File: src/rtl/verinject_classifier_pkg.sv
// Shared encodings for the golden/injected divergence classifier.
package verinject_classifier_pkg;

    localparam logic [1:0] CLASS_MASKED    = 2'd0;
    localparam logic [1:0] CLASS_RECOVERED = 2'd1;
    localparam logic [1:0] CLASS_FAILED    = 2'd2;

    typedef enum logic [1:0] {
        ST_IDLE     = 2'd0,
        ST_WATCH    = 2'd1,
        ST_DIVERGED = 2'd2
    } state_t;

endpackage

File: src/rtl/verinject_divergence_classifier.sv
// Watches golden vs injected output buses after each injection and emits one
// classified result record (MASKED / RECOVERED / FAILED) per injection.
module verinject_divergence_classifier
    import verinject_classifier_pkg::*;
#(
    parameter int DATA_W = 40,
    parameter int CYC_W  = 48,
    parameter int WINDOW = 256,
    parameter int RECONV = 8,
    parameter int CNT_W  = 16
) (
    input  logic              clock,
    input  logic              reset,
    input  logic [CYC_W-1:0]  cycle_number,
    input  logic              inject_fire,
    input  logic [DATA_W-1:0] golden_data,
    input  logic [DATA_W-1:0] test_data,
    output logic              busy,
    output logic              result_valid,
    output logic [1:0]        result_class,
    output logic              result_overrun,
    output logic [CYC_W-1:0]  inject_cycle,
    output logic [CYC_W-1:0]  first_diverge_cycle,
    output logic [DATA_W-1:0] first_diff,
    output logic [CNT_W-1:0]  mismatch_cycles
);

    localparam int TMR_W = $clog2(WINDOW) + 1;
    localparam int RUN_W = $clog2(RECONV + 1);

    generate
        if (WINDOW < 2 || RECONV < 1) begin : g_param_check
            $error("verinject_divergence_classifier: WINDOW must be >= 2 and RECONV >= 1");
        end
    endgenerate

    state_t            state;
    state_t            state_next;
    logic [TMR_W-1:0]  timer;
    logic [RUN_W-1:0]  match_run;
    logic              mismatch;
    logic              deadline;
    logic              recovered;
    logic              emit;
    logic [1:0]        emit_class;

    assign mismatch  = (golden_data != test_data);
    // timer counts samples already taken; this sample is the last one in the window
    assign deadline  = (timer == TMR_W'(WINDOW - 2));
    assign recovered = !mismatch && (match_run == RUN_W'(RECONV - 1));
    assign busy      = (state != ST_IDLE);

    // State register.
    always_ff @(posedge clock) begin
        if (reset) state <= ST_IDLE;
        else       state <= state_next;
    end

    // Next-state and verdict decision; recovery takes priority over the window deadline.
    always_comb begin
        state_next = state;
        emit       = 1'b0;
        emit_class = CLASS_MASKED;
        case (state)
            ST_IDLE: begin
                if (inject_fire) state_next = ST_WATCH;
            end
            ST_WATCH: begin
                if (mismatch) begin
                    if (deadline) begin
                        emit       = 1'b1;
                        emit_class = CLASS_FAILED;
                        state_next = ST_IDLE;
                    end else begin
                        state_next = ST_DIVERGED;
                    end
                end else if (deadline) begin
                    emit       = 1'b1;
                    emit_class = CLASS_MASKED;
                    state_next = ST_IDLE;
                end
            end
            ST_DIVERGED: begin
                if (recovered) begin
                    emit       = 1'b1;
                    emit_class = CLASS_RECOVERED;
                    state_next = ST_IDLE;
                end else if (deadline) begin
                    emit       = 1'b1;
                    emit_class = CLASS_FAILED;
                    state_next = ST_IDLE;
                end
            end
            default: state_next = ST_IDLE;
        endcase
    end

    // Record fields, timer, match run and saturating mismatch counter.
    always_ff @(posedge clock) begin
        if (reset) begin
            result_valid        <= 1'b0;
            result_class        <= CLASS_MASKED;
            result_overrun      <= 1'b0;
            inject_cycle        <= '0;
            first_diverge_cycle <= '0;
            first_diff          <= '0;
            mismatch_cycles     <= '0;
            timer               <= '0;
            match_run           <= '0;
        end else begin
            result_valid <= emit;
            if (emit) result_class <= emit_class;
            case (state)
                ST_IDLE: begin
                    if (inject_fire) begin
                        inject_cycle        <= cycle_number;
                        result_class        <= CLASS_MASKED;
                        result_overrun      <= 1'b0;
                        first_diverge_cycle <= '0;
                        first_diff          <= '0;
                        mismatch_cycles     <= '0;
                        timer               <= '0;
                        match_run           <= '0;
                    end
                end
                ST_WATCH, ST_DIVERGED: begin
                    if (inject_fire) result_overrun <= 1'b1;
                    timer <= timer + TMR_W'(1);
                    if (mismatch) begin
                        match_run <= '0;
                        if (state == ST_WATCH) begin
                            first_diverge_cycle <= cycle_number;
                            first_diff          <= golden_data ^ test_data;
                            mismatch_cycles     <= CNT_W'(1);
                        end else if (mismatch_cycles != '1) begin
                            mismatch_cycles <= mismatch_cycles + CNT_W'(1);
                        end
                    end else if (state == ST_DIVERGED) begin
                        match_run <= match_run + RUN_W'(1);
                    end
                end
                default: ;
            endcase
        end
    end

endmodule

File: config.mk
export PLATFORM = sky130hd
export DESIGN_NAME = verinject_divergence_classifier
export DESIGN_NICKNAME = d
export VERILOG_FILES = /design/src/rtl/verinject_classifier_pkg.sv /design/src/rtl/verinject_divergence_classifier.sv
export SDC_FILE = /design/constraint.sdc
export NUM_CORES = 1
export LEC_CHECK = 0
export CORE_MARGIN = 8
export CORE_UTILIZATION = 43
export DETAILED_ROUTE_END_ITERATION = 7
export PLACE_DENSITY = 0.79
export SLEW_MARGIN = 20
export SYNTH_ARGS = -nofsm -noshare
export SYNTH_HDL_FRONTEND = slang
export SYNTH_SLANG_ARGS = --single-unit
File: constraint.sdc
create_clock -name clock -period 2.85 [get_ports clock]
set_input_delay 0.57 -clock clock [delete_from_list [all_inputs] [get_ports clock]]
set_output_delay 0.57 -clock clock [all_outputs]
set_load 0.1 [all_outputs]
# After elaboration in Yosys (flattened, before gate mapping)
# Index checks and enable logic that the tools add are counted.
# totals
reg_bits	171
inputBits	131
output_inout_bits	157
elab_cells	76
# op_classes
addsub	3
eq_ne	12
mux	38
n_bitwise	1
n_reduce_logical	12
# op_table
op	n
$mux 48	3
$mux 40	3
$pmux 48 s2	1
$pmux 40 s2	1
$mux 16	4
$ne 40x40->1	1
$xor 40x40->40	1
$pmux 16 s2	1
$mux 2	11
$pmux 9 s2	1
$add 16x1->16 const B	1
$ne 16x16->1 const B	1
$mux 4	3
$add 9x1->9 const B	1
$eq 9x8->1 const B	1
$mux 9	1
$ne 2x2->1 const B	4
$pmux 4 s2	1
$reduce_and 4->1	2
$ne 3x3->1 const B	2
$pmux 2 s3	1
$reduce_and 3->1	2
$add 4x1->4 const B	1
$eq 4x3->1 const B	1
11 further kinds	17

# Depth between registers and ports, before layout
# Gate-level depths: netlist of run 1.
# depth
depth_word	8
mapped_depth	10
depth_no_buf	8

# Worst setup path after synthesis of run 1
# Ideal clock, no wire load.
# synth_timing
path_type	register to register
from	reg mismatch_cycles[0]
to	reg mismatch_cycles[4]
setup_time_ns	0.119
arrival_ns	2.774
slack_ns	-0.043
stages_incl_launch_ff	9
period_less_slack_ns	2.893
cell_sequence	dfxtp_1 -> ha_1 -> nand2_1 -> or3_1 -> nor4_1 -> or3_1 -> buf_2 -> nor3_1 -> o221a_2
# synth_via
elab_chain_cells	5
# synth_rtl
item	line_no	rtl
start: declaration	verinject_divergence_classifier.sv:25	output logic [CNT_W-1:0] mismatch_cycles
start signal: assignment	verinject_divergence_classifier.sv:136	mismatch_cycles <= mismatch_cycles + CNT_W'(1);
$add 16x1->16	verinject_divergence_classifier.sv:136	
$mux 16	verinject_divergence_classifier.sv:135	end else if (mismatch_cycles != '1) begin
$mux 16	verinject_divergence_classifier.sv:131	if (state == ST_WATCH) begin
$mux 16	verinject_divergence_classifier.sv:129	if (mismatch) begin
$pmux 16 s2	verinject_divergence_classifier.sv:113	case (state)
# Parallel ways exist; a longest one is shown, timed or not. The select of a mux whose other input is x is not followed.
# A chain may end at the register's enable or synchronous reset.

# Worst setup path in the final report of run 1
# layout_timing
from	in test_data[0]
to	reg mismatch_cycles[2]
# layout_via
elab_chain_cells	3
# layout_rtl
item	line_no	rtl
start: declaration	verinject_divergence_classifier.sv:17	input logic [DATA_W-1:0] test_data,
$ne 40x40->1	verinject_divergence_classifier.sv:47	assign mismatch = (golden_data != test_data);
$ne 2x2->1 (no line)	--	
$reduce_and 4->1 (no line)	--	
# Every way passes these cells.

==> reports/qor.yml, run 1 <==
outcome:
  status: "finished, final reports clean"
pwr:
  p_comb_frac: 0.411
  pwr-share-clk: 0.261
  seqPwrFrac: 0.328
  p_total_mw: 8.34
  powerDensity_mw_per_mm2: 791
  power_switching_mw: 3.74
  irDropWorstVdd_uv: 427
  p_sw_frac: 0.448
  internal_power_mw: 4.60
  power_leakage_nw: 4.19
die:
  start_util: 0.434
  die_w_um: 145
  die_area_mm2: 0.0209
  die_h_um: 145
  core_mm2: 0.0164
  ios: 288
  num_rows: 47
logic_synthesis:
  synth_seq_cells: 171
  yosysWarningCount: 0
  synth-seq-area-share: 0.481
  async_reset_ff_frac: 0
  synth_cells: 855
  synth_compound_area_frac: 0.181
  synth_edf_count: 0
  synth_top_area_share: 0.481
  synth.cell_area_mm2: 0.00712
  synthSimpleGateAreaFrac: 0.225
  syn_avg_cell_area_um2: 8.33
  synth_area_leaders: "dfxtp_1 48%, nand2_1 9.3%, a21oi_1 7.9%"
  synth_mux_area_frac: 0
  synth_area_leader_cell: "dfxtp_1"
  synth_top_family_by_area: "simple AND/OR/NAND/NOR gates"
  synth_ff_type: "dfxtp_1"
  syn_nets: 994
  synth_fa_ha_area_frac: 0.0141
  synth_cell_types: 47
  synth_xor_xnor_area_share: 0.0553
global_routing:
  grt_max_degree: 117
  grt_pass1_wl_um: 37000
  antenna_found_initial: 0
  grt_overflow: 0
  grt_pass1_vias: 7094
  grtUsageTotal: 0.224
worst_setup_path:
  start_kind: "input pin"
  critical-path-max-stage-delay_ps: 740
  timing.rr.start: "state[1]"
  cp_data_required_time_ps: 3210
  slowest_stage: "or4_1"
  path_class: "input pin to register"
  cp_cell_sequence: "clkdlybuf4s50_1 -> xor2_1 -> nor4_2 -> nand4_2 -> or4_1 -> nand2_2 -> o221a_2"
  startpoint: "test_data[0]"
  arrival_ps: 3060
  endpoint_kind: "register"
  path_max_fanout: 9
placement:
  port_buffers: 287
  pre_cts_ws_ps: -280
  hpwlAfterDp_um: 17100
  gp_congestion: 0.856
sta:
  worst_pin_slew_ps: 625
  maxSlewHeadroom: 0.583
  finalCritPeriodShare: 0.947
  setup_viol: 0
  period_needed_ps: 2700
  hold_viol: 0
  slew_viol_final: 0
  max_freq_mhz: 371
  skew_ps: 12.4
  post-route-worst-setup-slack_ps: 151
  rsz0062_at_grt: "no"
finish:
  antennaDiodeCount: 0
  area_delta_synth_final_pct: 48.0
  fin_nets: 1275
  drive_gt1_frac: 0.220
detailed_routing:
  initialDrtViolationCount: 517
  drt-total-wl_um: 23800
  drt-pass1-iter-count: 7
  post_drt_wl_per_cell_um: 17.4
  vias: 7276
  ant_nets: 0
  viasPerCell: 5.31
  drc: 0
clock_tree:
  clkSinkCount: 171
  post_cts_resized: 0
  cts_setup_buffers: 0
  cts_buffer_depth: 2
  cts-root-buf: "clkbuf_16"
  htree_levels: 4
  cts.clk_slew.worst_paths_ps: 70
  cts_tree: "done"
  cts_buffers: 17
  clk_latency_ps: 430
  hold_buffers: 0
worst_hold_path:
  hp-class: "register to register"
  min_from: "first_diverge_cycle[26]"
flow_run:
  maxCapViolations: 0
==> metrics by stage <==
step / instances / cell area, um2 / TNS, ps / hold slack (ps) / util
6_report: 1369 / 10500 / 0 / 452 / 0.643
5_1_grt: 1369 / 10500 / 0 / 464 / 0.643
3_3_place_gp: 1337 / 10000 / -10510 / 438 / 0.610
4_1_cts: 1369 / 10500 / 0 / 453 / 0.643
3_5_place_dp: 1337 / 10000 / -15290 / 444 / 0.610
2_1_floorplan: 855 / 7120 / 0 / 458 / -
==> critical path, delay by kind of cell <==
kind / cells / cell delay, ps
AO/OA/AOI/OAI: 1 / 210
XOR/XNOR: 1 / 200
buffers and inverters: 1 / 410
AND/OR/NAND/NOR: 4 / 1660
==> layout by cell type, fill, tap and decap left out, types with 3 or more instances in the layout <==
cell type        synthesis  final
nor4_2                   3      3
nor2_1                  55     55
inv_6                    0      5
nor3_1                  10     10
nand2_1                176    175
buf_12                   0      5
clkdlybuf4s50_1          0    129
ha_1                     8      7
nor2b_1                  4      4
a32oi_1                 40     40
dfxtp_1                171    169
xor2_1                  43     43
a31oi_1                  4      4
clkbuf_16                0     17
o21ai_0                 14     14
o221a_2                  9      9
nand2b_1                 4      4
nand3_1                 58     58
nor3b_1                  3      3
nor4_1                  12     12
a22oi_1                  3      3
and3_1                   4      4
a21oi_1                112    111
nand4_1                 10     10
inv_1                   14     14
buf_4                    4    192
or3_1                    9      9
==> power groups by stage <==
| stage | registers, mW | logic, mW | clock network [mW] |
|---|---|---|---|
| floorplan | 4.25 | 0.959 | 0 |
| global placement | 2.78 | 3.41 | 0 |
| detailed placement | 2.79 | 3.43 | 0 |
| CTS | 2.74 | 3.43 | 2.21 |
| global route | 2.76 | 3.60 | 2.33 |
| finish | 2.74 | 3.42 | 2.17 |
==> routing by layer <==
layer / share of wire / GRT usage / vias to the layer above
met3: 0.080 / 0.0751 / 42
met2: 0.49 / 0.359 / 275
met4: 0.029 / 0.0947 / 0
li1: - / - / 3566
met1: 0.40 / 0.269 / 3393
met5: 0 / 0 / -
==> worst paths after layout <==
path,endpoint,slack (ps),cells past startpoint
worst min-delay path,first_diverge_cycle[26],450,2
worst max-delay path,mismatch_cycles[2],150,7
worst min register to register,first_diverge_cycle[26],450,2
worst max register to register,mismatch_cycles[3],390,8
==> cells in the mapped netlist (3+ instances only) <==
| master | instances |
|---|---|
| nor3b_1 | 3 |
| nor4_1 | 12 |
| clkbuf_1 | 49 |
| nand3_1 | 58 |
| buf_1 | 7 |
| buf_2 | 4 |
| and3_1 | 4 |
| buf_4 | 4 |
| a21oi_1 | 112 |
| nand2b_1 | 4 |
| o221a_2 | 9 |
| xor2_1 | 43 |
| or3_1 | 9 |
| nand2_1 | 176 |
| ha_1 | 8 |
| o21ai_0 | 14 |
| dfxtp_1 | 171 |
| nor4_2 | 3 |
| a31oi_1 | 4 |
| nand4_1 | 10 |
| nor3_1 | 10 |
| a22oi_1 | 3 |
| a32oi_1 | 40 |
| nor2b_1 | 4 |
| nor2_1 | 55 |
| inv_1 | 14 |
==> logic make-up (layout without fill, tap and decap cells) <==
logic type               count (synthesis)  after routing
buffers and inverters                   78            372
AND/OR/NAND/NOR                        356            356
AO/OA/AOI/OAI                          197            197
adder cells (fa/ha/maj)                  8              8
XOR/XNOR                                45             45
flip-flops                             171            171
==> flip-flops by register name, indices dropped and copies added, names as in the netlist <==
register / flops
timer: 9
first_diverge_cycle: 48
inject_cycle: 48
state: 2
result_class: 2
mismatch_cycles: 16
result_valid: 1
first_diff: 40
result_overrun: 1
match_run: 4
==> area by class of cell <==
cell class	instances	area (um2)
fill	1425	5860
clock buffer	19	433
clock inverter	13	109
multi-input combinational	606	3410
inverter	14	52.6
timing repair buffer	326	2830
tap	220	275
sequential	171	3430
Note: power is estimated with default switching activity, not from simulation.
==> run 2: changes to the inputs <==
==> constraint.sdc (replaced) <==
create_clock -name clock -period 2.85 [get_ports clock]
set_input_delay 0.57 -clock clock [delete_from_list [all_inputs] [get_ports clock]]
set_output_delay 0.57 -clock clock [all_outputs]
set_load 0.005 [all_outputs]
==> reports/qor.yml, run 2 (synthesized netlist as in run 1, its figures left out) <==
finish:
  antennaDiodeCount: 0  # unchanged
  multi_input_area_mm2: 0.00341  # unchanged
  reg_top3: "first_diverge_cycle (48), inject_cycle (48), first_diff (40)"
  post_layout_nonfiller_instances: 1377  # +0.58%
  regArea_mm2: 0.00342  # about the same
  num-fill-cells: 1313  # -7.9%
  final_cell_mix: "286 x clkdlybuf4s50_1, 175 x nand2_1, 171 x dfxtp_1, 111 x a21oi_1, 58 x nand3_1"
  final_common_cell: "clkdlybuf4s50_1"
  fin_util: 0.673  # +0.0301
  area_delta_synth_final_pct: 55.0
  drive_gt1_frac: 0.0899  # -0.130
  fin_nets: 1283  # +0.63%
detailed_routing:
  viasPerCell: 5.37  # +0.98%
  post_drt_wl_per_cell_um: 17.9  # +2.5%
  ant_nets: 0  # unchanged
  drc: 0  # unchanged
  drt-pass1-iter-count: 5  # -2
  drt-total-wl_um: 24600  # +3.1%
  initialDrtViolationCount: 484  # -6.4%
  vias: 7390  # +1.6%
worst_setup_path:
  endpoint_kind: "register"
  slowest_stage: "or4_1"
  ff2ff_path_depth: 7  # -1
  critical-path-max-stage-delay_ps: 760  # +20 ps
  start_kind: "input pin"
  path_class: "input pin to register"
  arrival_ps: 3090  # +30 ps
  cp_data_required_time_ps: 3220  # about the same
  cp_cell_sequence: "clkdlybuf4s50_1 -> xor2_1 -> nor4_2 -> nand4_2 -> or4_1 -> nand2_2 -> o221a_2"
  path_max_fanout: 9  # unchanged
global_routing:
  grt_pass1_vias: 7195  # +1.4%
  grt_overflow: 0  # unchanged
  antenna_found_initial: 0  # unchanged
  grt_max_degree: 62  # -47%
  grt_pass1_wl_um: 37500  # +1.5%
  grtUsageTotal: 0.229  # +0.00502
clock_tree:
  post_cts_resized: 0  # unchanged
  cts_buffers: 17  # unchanged
  clk_latency_ps: 430  # about the same
  clkSinkCount: 171  # unchanged
  cts_buffer_depth: 2  # unchanged
  cts-root-buf: "clkbuf_16"
  cts_setup_buffers: 0  # unchanged
  hold_buffers: 0  # unchanged
  cts.clk_slew.worst_paths_ps: 70  # about the same
  htree_levels: 4  # unchanged
  cts_tree: "done"
sta:
  holdWs_ps: 448  # -3.62 ps
  finalCritPeriodShare: 0.953  # +0.00597
  max_freq_mhz: 368  # -0.63%
  slew_viol_final: 0  # unchanged
  setup_viol: 0  # unchanged
  post-route-worst-setup-slack_ps: 134  # -17.0 ps
  rsz0062_at_grt: "no"
  skew_ps: 9.83  # -2.62 ps
  period_needed_ps: 2720  # +17.0 ps
  maxSlewHeadroom: 0.561  # -0.0221
  worst_pin_slew_ps: 658  # +33.1 ps
  hold_viol: 0  # unchanged
die:
  num_rows: 47  # unchanged
  start_util: 0.434  # unchanged
  ios: 288  # unchanged
  die_w_um: 145  # unchanged
  core_mm2: 0.0164  # unchanged
  die_h_um: 145  # unchanged
  die_area_mm2: 0.0209  # unchanged
pwr:
  internal_power_mw: 4.83  # +5.0%
  powerDensity_mw_per_mm2: 644  # -18%
  pwr-share-clk: 0.327  # +0.066
  irDropWorstVdd_uv: 430  # +0.72%
  p_sw_frac: 0.321  # -0.128
  p_total_mw: 7.11  # -15%
  p_comb_frac: 0.289  # -0.122
  power_switching_mw: 2.28  # -39%
  power_leakage_nw: 3.96  # -5.5%
  seqPwrFrac: 0.384  # +0.056
outcome:
  status: "finished, final reports clean"
placement:
  place_inst: 1345  # +0.60%
  pre_cts_ws_ps: -269  # +10.6 ps
  gp_congestion: 0.848  # -0.91%
  hpwlAfterDp_um: 17700  # +3.6%
  port_buffers: 287  # unchanged
flow_run:
  maxCapViolations: 0  # unchanged
worst_hold_path:
  worstHoldPathCells: 2  # unchanged
  hp-class: "input pin to register"
[run 2: layout make-up]
cell class	count	area share
Timing Repair Buffer	334	0.298
Clock buffer	18	0.0398
Tap cell	220	0.0249
Inverter	14	0.00476
Sequential cell	171	0.310
Multi-Input combinational cell	606	0.309
Clock inverter	14	0.0133
[run 2: power groups by stage]
stage | clock, mW | combinational [mW] | sequential [mW]
CTS | 2.36 | 2.05 | 2.73
global placement | 0 | 2.03 | 2.77
finish | 2.32 | 2.06 | 2.73
detailed placement | 0 | 2.04 | 2.78
global route | 2.47 | 2.23 | 2.76
floorplan | 0 | 0.924 | 2.79
[run 2: worst paths after layout]
path	startpoint	endpoint	slack [ps]
setup reg to reg	mismatch_cycles[0]	mismatch_cycles[3]	240
setup / recovery	test_data[0]	mismatch_cycles[8]	130
hold / removal	reset	match_run[3]	450
hold reg to reg	first_diverge_cycle[10]	first_diverge_cycle[10]	450
[run 2: layer usage]
| metal | GRT usage | wire length (um) |
|---|---|---|
| met1 | 0.259 | 9500 |
| met2 | 0.381 | 12000 |
| met3 | 0.0791 | 2230 |
| met4 | 0.106 | 860 |
| met5 | 0 | 0 |
[run 2: per-stage QoR]
step	TNS (ps)	area (um2)
2_1_floorplan	0	7120
3_3_place_gp	-12160	10500
3_5_place_dp	-13510	10500
4_1_cts	0	11000
5_1_grt	0	11000
6_report	0	11000
[run 2: critical path, delay by kind of cell]
| kind | cells | cell delay [ps] |
|---|---|---|
| AO/OA/AOI/OAI | 1 | 210 |
| XOR/XNOR | 1 | 210 |
| buffers and inverters | 1 | 460 |
| AND/OR/NAND/NOR | 4 | 1650 |
==> run 3: changes to the inputs <==
--- a/config.mk
+++ b/config.mk
@@ -5,9 +5,10 @@
 export SDC_FILE = /design/constraint.sdc
 export NUM_CORES = 1
 export LEC_CHECK = 0
-export CORE_MARGIN = 8
+export CORE_MARGIN = 5
 export CORE_UTILIZATION = 43
 export DETAILED_ROUTE_END_ITERATION = 7
+export GPL_TIMING_DRIVEN = 0
 export PLACE_DENSITY = 0.79
 export SLEW_MARGIN = 20
 export SYNTH_ARGS = -nofsm -noshare
==> reports/qor.yml, run 3 (synthesized netlist as in run 1, its figures left out) <==
worst_setup_path:
  path_class: "input pin to register"
  path_max_fanout: 10  # +1
  r2r-end: "first_diverge_cycle[46]"
  endpoint_kind: "register"
  ff2ff_path_depth: 10  # +3
  arrival_ps: 3060  # -30 ps
  r2r_slack_ps: 220  # -20 ps
  timing.rr.start: "state[1]"
  cp_data_required_time_ps: 3140  # -80 ps
  start_kind: "input pin"
sta:
  skew_ps: 5.10  # -4.73 ps
  slew_viol_final: 0  # unchanged
  maxSlewHeadroom: 0.582  # +0.0204
  period_needed_ps: 2770  # +56.7 ps
  worst_pin_slew_ps: 628  # -30.6 ps
  hold_viol: 0  # unchanged
  max_freq_mhz: 361  # -2.0%
  setup_viol: 0  # unchanged
  tns_ps: 0  # unchanged
  finalCritPeriodShare: 0.973  # +0.0199
clock_tree:
  cts.clk_slew.worst_paths_ps: 60  # about the same
  cts-root-buf: "clkbuf_16"
  cts_buffer_depth: 2  # unchanged
  cts_buffers: 17  # unchanged
  cts_tree: "done"
  htree_levels: 4  # unchanged
  clk_latency_ps: 430  # about the same
  clkSinkCount: 171  # unchanged
finish:
  regArea_mm2: 0.00342  # unchanged
  antennaDiodeCount: 0  # unchanged
  multi_input_area_mm2: 0.00342  # +0.18%
  fin_nets: 1307  # +1.9%
  finish.instance_area_mm2: 0.0110  # -0.51%
  reg_top3: "first_diverge_cycle (48), inject_cycle (48), first_diff (40)"
  num-fill-cells: 1371  # +4.4%
  final_common_cell: "clkdlybuf4s50_1"
  final_cell_mix: "286 x clkdlybuf4s50_1, 176 x nand2_1, 171 x dfxtp_1, 111 x a21oi_1, 58 x nand3_1"
  area_delta_synth_final_pct: 54.2
  drive_gt1_frac: 0.0635  # -0.0264
placement:
  gp_congestion: 0.880  # +3.8%
  placed_area_mm2: 0.0103  # -1.8%
  port_buffers: 286  # -0.35%
  hpwlAfterDp_um: 18900  # +6.5%
global_routing:
  grt_max_degree: 17  # -73%
  antenna_found_initial: 0  # unchanged
  grt_pass1_wl_um: 39200  # +4.3%
  grt_overflow: 0  # unchanged
  grt_pass1_vias: 7264  # +0.96%
  grtUsageTotal: 0.250  # +0.0217
worst_hold_path:
  min_to: "first_diverge_cycle[42]"
  worstHoldPathCells: 2  # unchanged
  min_from: "first_diverge_cycle[42]"
  hp-class: "register to register"
pwr:
  p_total_mw: 7.15  # +0.53%
  powerDensity_mw_per_mm2: 651  # +1.0%
  power_leakage_nw: 3.87  # -2.2%
  irDropWorstVdd_uv: 435  # +1.2%
die:
  die_w_um: 139  # -4.1%
  die_h_um: 139  # -4.1%
  start_util: 0.434  # unchanged
  die_area_mm2: 0.0192  # -8.1%
  ios: 288  # unchanged
  core_mm2: 0.0164  # unchanged
  num_rows: 47  # unchanged
detailed_routing:
  drt-total-wl_um: 25100  # +2.1%
  post_drt_wl_per_cell_um: 17.9  # +0.39%
  ant_nets: 0  # unchanged
  vias: 7583  # +2.6%
  drt-pass1-iter-count: 5  # unchanged
  drc: 0  # unchanged
  viasPerCell: 5.41  # +0.85%
  initialDrtViolationCount: 580  # +20%
flow_run:
  maxCapViolations: 0  # unchanged
outcome:
  status: "finished, final reports clean"
[run 3: changes by cell type in the layout (fill, tap and decap cells not counted), sizes merged]
cell	change
clkbuf	+53
clkinv	+1
buf	-24
bufinv	+2
inv	-10
clkinvlp	+2
[run 3: worst max-delay path by stage]
stage / from / to / slack [ps] / depth (start not counted)
final: test_data[10] / first_diverge_cycle[46] / 80 / 10
after detailed placement: test_data[8] / first_diverge_cycle[46] / -700 / 9
after global routing: golden_data[10] / first_diverge_cycle[8] / -10 / 11
after CTS: test_data[8] / match_run[0] / 20 / 9
after global placement: test_data[8] / first_diverge_cycle[42] / -660 / 9
after floorplan: test_data[38] / match_run[1] / 470 / 6
[run 3: cell type report]
type                            instances  share of cell area
Clock buffer                           23              0.0426
Tap cell                              220              0.0251
Multi-Input combinational cell        606               0.312
Timing Repair Buffer                  295               0.267
Clock inverter                          9              0.0124
Buffer                                 63              0.0250
Inverter                               14             0.00479
Sequential cell                       171               0.312
[run 3: through the flow]
step | hold WS [ps] | std cells | util | setup WS (ps)
4_1_cts | 451 | 1396 | 0.664 | 15.0
6_report | 450 | 1401 | 0.669 | 77.6
5_1_grt | 473 | 1401 | 0.669 | -10.5
3_3_place_gp | 437 | 1361 | 0.625 | -656
3_5_place_dp | 443 | 1361 | 0.625 | -705
2_1_floorplan | 448 | 855 | - | 475
[run 3: per-layer routing]
metal	routed length [um]	vias to the layer above	global-route usage	part of all wire
li1	-	3629	-	-
met1	10000	3578	0.308	0.40
met2	12500	330	0.428	0.50
met3	1960	46	0.0614	0.078
met4	673	0	0.0896	0.027
met5	0	-	0	0
[run 3: report_power, final]
group | internal (mW) | switching (mW)
Combinational | 0.875 | 1.13
Sequential | 2.61 | 0.128
Clock | 1.43 | 0.971
Total | 4.92 | 2.23
[run 3: critical path, cell delays in order]
cell	delay (ps)
clkdlybuf4s50_1	410
xor2_1	200
nor4_2	360
nand4_1	250
buf_4	210
o41a_1	430
buf_2	230
buf_2	210
nand3_1	100
a21oi_1	80
[run 3: repair_timing]
item / in CTS / in global routing
buffers inserted: 3 / 6
hold buffers: 0 / 0
setup endpoints to repair: 92 / 87
gates resized for setup: 2 / 20
pin swaps: 2 / 7
